<file path="src/rtl/multicycle_mem_port.sv">
// Memory access port: turns controller access states into a registered
// req/ready handshake with stall, IR/MDR capture and access timeout.
// Optional feature macro: MEM_ALIGN_CHECK_EN (reject misaligned requests).
module multicycle_mem_port #(
    parameter int ADDR_W  = 32,
    parameter int DATA_W  = 32,
    parameter int TIMEOUT = 16
) (
    input  logic              clk,
    input  logic              reset_n,
    input  logic              ir_write_enable,
    input  logic              data_read,
    input  logic              mem_write,
    input  logic [ADDR_W-1:0] addr,
    input  logic [DATA_W-1:0] wdata,
    output logic              mem_stall,
    output logic [DATA_W-1:0] instr,
    output logic [DATA_W-1:0] read_data,
    output logic              mem_req,
    output logic              mem_we,
    output logic [ADDR_W-1:0] mem_addr,
    output logic [DATA_W-1:0] mem_wdata,
    input  logic              mem_ready,
    input  logic [DATA_W-1:0] mem_rdata,
    input  logic              err_clear,
`ifdef MEM_ALIGN_CHECK_EN
    output logic              align_err,
`endif
    output logic              timeout_err
);

    localparam int CNT_W = $clog2(TIMEOUT + 2);
    localparam logic [CNT_W-1:0] TO_LAST =
        CNT_W'((TIMEOUT > 0) ? TIMEOUT - 1 : 0);

    typedef enum logic {
        S_IDLE,
        S_BUSY
    } state_t;

    typedef enum logic [1:0] {
        T_FETCH,
        T_LOAD,
        T_STORE
    } acc_t;

    state_t           r_state;
    acc_t             r_type;
    logic [CNT_W-1:0] r_cnt;
    logic             r_hold;

    logic             w_any_req;
    logic             w_misalign;
    logic             w_accept;
    logic             w_reject;
    logic             w_timeout;
    acc_t             w_type;

    // Arbitrate simultaneous requests: fetch over load over store.
    always_comb begin
        w_type = T_STORE;
        if (ir_write_enable) begin
            w_type = T_FETCH;
        end else if (data_read) begin
            w_type = T_LOAD;
        end
    end

    assign w_any_req = ir_write_enable | data_read | mem_write;

`ifdef MEM_ALIGN_CHECK_EN
    assign w_misalign = (addr[1:0] != 2'b00);
`else
    assign w_misalign = 1'b0;
`endif

    // r_hold gives the controller one stall-free cycle after an abort.
    assign w_accept  = (r_state == S_IDLE) & w_any_req & ~r_hold & ~w_misalign;
    assign w_reject  = (r_state == S_IDLE) & w_any_req & ~r_hold & w_misalign;
    assign w_timeout = (TIMEOUT > 0) & (r_state == S_BUSY) & ~mem_ready
                     & (r_cnt == TO_LAST);

    assign mem_stall = w_accept | ((r_state == S_BUSY) & ~mem_ready);

    // Access FSM with registered memory-side outputs and capture registers.
    always_ff @(posedge clk or negedge reset_n) begin
        if (!reset_n) begin
            r_state     <= S_IDLE;
            r_type      <= T_FETCH;
            r_cnt       <= '0;
            r_hold      <= 1'b0;
            mem_req     <= 1'b0;
            mem_we      <= 1'b0;
            mem_addr    <= '0;
            mem_wdata   <= '0;
            instr       <= '0;
            read_data   <= '0;
            timeout_err <= 1'b0;
        end else begin
            r_hold <= 1'b0;
            if (err_clear) begin
                timeout_err <= 1'b0;
            end
            unique case (r_state)
                S_IDLE: begin
                    if (w_accept) begin
                        r_state   <= S_BUSY;
                        r_type    <= w_type;
                        r_cnt     <= '0;
                        mem_req   <= 1'b1;
                        mem_we    <= (w_type == T_STORE);
                        mem_addr  <= addr & ~ADDR_W'(3);
                        mem_wdata <= wdata;
                    end
                end
                S_BUSY: begin
                    if (mem_ready) begin
                        if (r_type == T_FETCH) begin
                            instr <= mem_rdata;
                        end
                        if (r_type == T_LOAD) begin
                            read_data <= mem_rdata;
                        end
                        r_state <= S_IDLE;
                        mem_req <= 1'b0;
                        mem_we  <= 1'b0;
                    end else if (w_timeout) begin
                        r_state     <= S_IDLE;
                        r_hold      <= 1'b1;
                        mem_req     <= 1'b0;
                        mem_we      <= 1'b0;
                        timeout_err <= 1'b1;
                    end else if (r_cnt != '1) begin
                        r_cnt <= r_cnt + 1'b1;
                    end
                end
                default: r_state <= S_IDLE;
            endcase
        end
    end

`ifdef MEM_ALIGN_CHECK_EN
    // Sticky misalignment flag; a new event wins over a clear.
    always_ff @(posedge clk or negedge reset_n) begin
        if (!reset_n) begin
            align_err <= 1'b0;
        end else if (w_reject) begin
            align_err <= 1'b1;
        end else if (err_clear) begin
            align_err <= 1'b0;
        end
    end
`else
    logic w_unused;
    assign w_unused = w_reject;
`endif

endmodule

</file>
<file path="config.mk">
export PLATFORM = sky130hd
export DESIGN_NAME = multicycle_mem_port
export DESIGN_NICKNAME = d
export VERILOG_FILES = /design/src/rtl/multicycle_mem_port.sv
export SDC_FILE = /design/constraint.sdc
export NUM_CORES = 1
export LEC_CHECK = 0
export BUFFER_PORTS_ARGS = -buffer_cell sky130_fd_sc_hd__buf_2
export CAP_MARGIN = 10
export CORE_AREA = 2 2 151 153
export DETAILED_ROUTE_END_ITERATION = 7
export DIE_AREA = 0 0 153 155
export GPL_TIMING_DRIVEN = 0
export SLEW_MARGIN = 20
export SYNTH_ARGS = -nofsm -noshare
export SYNTH_HDL_FRONTEND = slang
export SYNTH_SLANG_ARGS = --single-unit
export TNS_END_PERCENT = 20
</file>
<file path="constraint.sdc">
create_clock -name clk -period 2.6 [get_ports clk]
set_input_delay 0.13 -clock clk [delete_from_list [all_inputs] [get_ports clk]]
set_output_delay 0.13 -clock clk [all_outputs]
set_load 0.1 [all_outputs]
</file>
# After elaboration in Yosys (flattened, before gate mapping)
# Index checks and enable logic that the tools add are counted.
# Widths: inputs -> output; s select.
# totals
reg_bits	138
input_bits	103
out_inout_bits	132
elab_cells	61
# op_classes
n_addsub	1
n_eq_ne	9
mux	24
bitwise	10
n_reduce_logical	6
# ops
op	n
$mux 5	4
$mux 1	14
$pmux 5 s2	1
$ne 2x2->1 const B	3
$pmux 1 s2	3
$reduce_and 3->1	2
$add 5x1->5 const B	1
$eq 5x4->1 const B	1
$ne 5x5->1 const B	1
$and 1x1->1	4
$mux 2	2
$reduce_and 2->1	2
$reduce_and 4->1	1
$ne 3x2->1 const B	1
$not 1->1	3
$or 1x1->1	3
$eq 2x1->1 const B	1
$eq 2x2->1 const B	1
$logic_not 2->1	1
$ne 2x1->1 const B	1

# Longest topological paths before layout
# depth
depth_word	6
mapped_depth	8
ltp_nobuf	7

# Worst setup path after synthesis
# Ideal clock, no wire load.
# synth_timing
path_kind	register to register
startpoint	register r_cnt[0]
endpoint	register r_cnt[2]
setup_time_ns	0.121
arrival_ns	1.884
required_ns	2.479
slack_ns	0.595
stages_incl_launch_ff	9
path_buffers	1
period_less_slack_ns	2.005
path_cell_list	dfrtp_1 ha_1 and3_1 ha_1 clkbuf_2 nor2b_1 nor3b_1 mux2_2 a22o_1
# synth_via
elab_chain_len	5
elab_cells_between_ends	11
cone_classes	1 x add/sub; 4 x eq/ne; 4 x mux; 1 x bitwise; 1 x reduce/logical
# synth_lines
element	line_no	source
from (decl)	49	logic [CNT_W-1:0] r_cnt;
from (signal assigned)	134	r_cnt <= r_cnt + 1'b1;
$add 5x1->5	134	
$mux 5	133	end else if (r_cnt != '1) begin
$mux 5	127	end else if (w_timeout) begin
$mux 5	117	if (mem_ready) begin
$pmux 5 s2	104	unique case (r_state)
# Parallel ways exist; a longest one is shown, timed or not. The select of a mux whose other input is x is not followed.
# A chain may end at the register's enable or synchronous reset.

# Worst setup path after layout
# layout_timing
startpoint	input port ir_write_enable
endpoint	output port mem_stall
# layout_via
elab_chain_len	5
# layout_lines
element	line_no	source
from (decl)	11	input logic ir_write_enable,
$or 1x1->1 (2 in a row)	69	assign w_any_req = ir_write_enable | data_read | mem_write;
$and 1x1->1 (2 in a row)	--	
$or 1x1->1	83	assign mem_stall = w_accept | ((r_state == S_BUSY) & ~mem_ready);
to (decl)	16	output logic mem_stall,
# Every way passes these cells.

==> impl_metrics.csv <==
group,metric,value,unit
timing,rsz0062_at_grt,"no",
layout,syn2layout_area_growth,58.32,%
worst_setup_path,required,2.47,ns
worst_setup_path,crit_path_max_fanout,9,
timing,setup_tns,0,ns
detailed_routing,wire_per_inst,13.68,microns
logic_synthesis,ys_seq_area_share,63.70,%
worst_setup_path,crit_type,"in -> out",
worst_setup_path,critPathArrivalTime,2.09,ns
logic_synthesis,synth_top_area_share,63.70,%
logic_synthesis,synth_most_common_cell,"nand2_1",
logic_synthesis,ys_ff_latch,138,
floorplanning,rows,55,
grt,use_met2,22.91,%
flow_run,maxCapViolations,0,
logic_synthesis,synth_cell_types,33,
grt,grtUsageMet1,16.08,%
timing,clock.fmax,450.4,MHz
grt,grt_antenna_before_repair,0,
place,hpwl,10180,microns
run_status,outcome,"finished, final reports clean",
logic_synthesis,synth_edf_count,0,
timing,setup-violations-final,0,
logic_synthesis,synth_common_cells,"nand2_1, dfrtp_1, mux2_2",
cts,post_cts_buffers,0,
cts,cts.sinks,138,
timing,fin_skew,0.008015,ns
layout,diodes,0,
floorplanning,die_width,153,microns
detailed_routing,viasPerCell,4.124,
logic_synthesis,synth_top_area_cell,"dfrtp_1",
timing,slew_headroom,64.70,%
floorplanning,die_area,23720,sq um
logic_synthesis,ys_top_cells_by_area,"dfrtp_1, nand2_1, mux2_2, mux2_1, buf_6",
detailed_routing,vias,4598,
cts,cts_tree,"built",
cts,clk_pin_slew,0.06,ns
logic_synthesis,synthArstFlopShare,100.0,%
logic_synthesis,avgSynthCellArea,11.56,sq um
floorplanning,io_pins,235,
worst_setup_path,critPathCaptureType,"output pin",
detailed_routing,wirelength,15250,microns
hold_path,holdCritPathClass,"in -> reg",
grt,grt.total_usage,13.33,%
floorplanning,core,22230,sq um
grt,grtUsageMet3,3.788,%
timing,tightest_slew,0.5331,ns
timing,period_minus_slack,2.220,ns
cts,cts-htree-levels,4,
timing,hold_viol,0,
grt,grt-ovfl-total,0,
detailed_routing,drtPass1Iterations,4,
logic_synthesis,syn_inst,469,
detailed_routing,drc,0,
place,place.gp.congestion,0.7388,
floorplanning,die_y,155,microns
cts,clockBufferDepth,2,
cts,cts_resized,0,
timing,slew_violations,0,
grt,first_global_vias,4810,
cts,postCtsHoldBufs,97,
floorplanning,initial_core_util,24.39,%
cts,clk_latency,0.41,ns
grt,grt_pass1_wl,25210,microns
layout,final_util,38.62,%
timing,finalCritPeriodShare,85.40,%
logic_synthesis,ys.flop_type,"dfrtp_1",
cts,numCtsBuffers,17,
detailed_routing,dr.first_iter.drc_count,199,
logic_synthesis,ys_warn_count,0,
logic_synthesis,syn_area,5421,sq um
grt,grt_max_degree,76,
layout,drive_gt1_share,42.29,%
cts,cts_root_buf,"clkbuf_16",
layout,nNetsFinal,923,
worst_setup_path,startpoint_type,"input pin",
place,io_buffers,230,
grt,top_usage_layer,"met2",
detailed_routing,ant_nets,0,
-- per-stage QoR --
stage	hold WS [ns]	cells	area, sq um	setup WS [ns]
4_1_cts	0.02227	1115	8583	0.3754
6_report	0.04092	1115	8583	0.3796
3_5_place_dp	0.1021	986	6970	0.4460
5_1_grt	0.05257	1115	8583	0.2513
2_1_floorplan	-0.1656	470	5425	0.5948
3_3_place_gp	0.3201	985	6933	-0.7195
-- metal layers --
metal / routed length [microns] / share of wire (%)
met5: 0 / 0
met4: 218 / 1.4
met3: 959 / 6.3
met2: 7483 / 49
met1: 6588 / 43
-- worst paths after layout --
| path | start | end | slack, ns | cells after the start |
|---|---|---|---|---|
| worst max-delay path | ir_write_enable | mem_stall | 0.38 | 8 |
| worst min register to register | mem_wdata[1]$_DFFE_PN0P_ | mem_wdata[1]$_DFFE_PN0P_ | 0.47 | 2 |
| max in group asynchronous | reset_n | mem_wdata[9]$_DFFE_PN0P_ | 1.59 | 3 |
| min in group asynchronous | reset_n | instr[20]$_DFFE_PN0P_ | 0.25 | 2 |
| worst min-delay path | data_read | r_type[0]$_DFFE_PN0P_ | 0.04 | 3 |
| worst max register to register | r_cnt[0]$_DFFE_PN0P_ | r_cnt[2]$_DFFE_PN0P_ | 0.45 | 8 |
-- sequential cells by signal (all words and copies together) (netlist names) --
register     flops
instr           32
mem_wdata       32
read_data       32
mem_addr        30
r_cnt            5
r_type           2
mem_req          1
mem_we           1
r_hold           1
r_state          1
timeout_err      1
-- final cells by class --
| class | instances | area (sq um) |
|---|---|---|
| plain buffers | 24 | 177.7 |
| clock buffers | 19 | 452.9 |
| clock inverters | 13 | 188.9 |
| fillers | 2147 | 13640 |
| inverters | 3 | 11.26 |
| multi-input cells | 305 | 1783 |
| flip-flops and latches | 138 | 3453 |
| well taps | 285 | 356.6 |
| repair buffers | 328 | 2160 |
-- critical path, stage by stage --
cell	delay, ns
dlygate4sd3_1	0.54
buf_2	0.12
or2_2	0.31
o21a_1	0.18
buf_2	0.21
nor2_4	0.22
inv_1	0.08
buf_2	0.29
-- kinds of logic (layout without fill, tap and decap cells) --
group	after synthesis	in the layout	share of synthesized area (%)
and+or+nand+nor	214	214	16.13
DFF	138	138	63.70
muxes	65	65	13.50
buffers and inverters	27	387	3.485
AOI/OAI and AO/OA	21	21	2.423
adders and majority gates	3	3	0.6924
other	1	2	0.06917
-- cell usage in the layout, fill, tap and decap left out, types with 3 or more instances in the layout --
master         synthesis  layout
a21o_1                 3       3
a21oi_1                5       5
buf_2                  9     238
buf_4                  8       8
buf_6                  6       6
bufinv_16              0       4
clkbuf_16              0      17
dfrtp_1              138     138
dlygate4sd3_1          0      97
ha_1                   3       3
inv_1                  3       3
inv_6                  0       4
mux2_1                 9       9
mux2_2                56      56
nand2_1              189     189
nand3_1                4       4
nor2b_1                3       3
o21ai_0                8       8
Power is not shown: default switching activity piles up to over one toggle a cycle in this logic, so the estimate is an artifact.
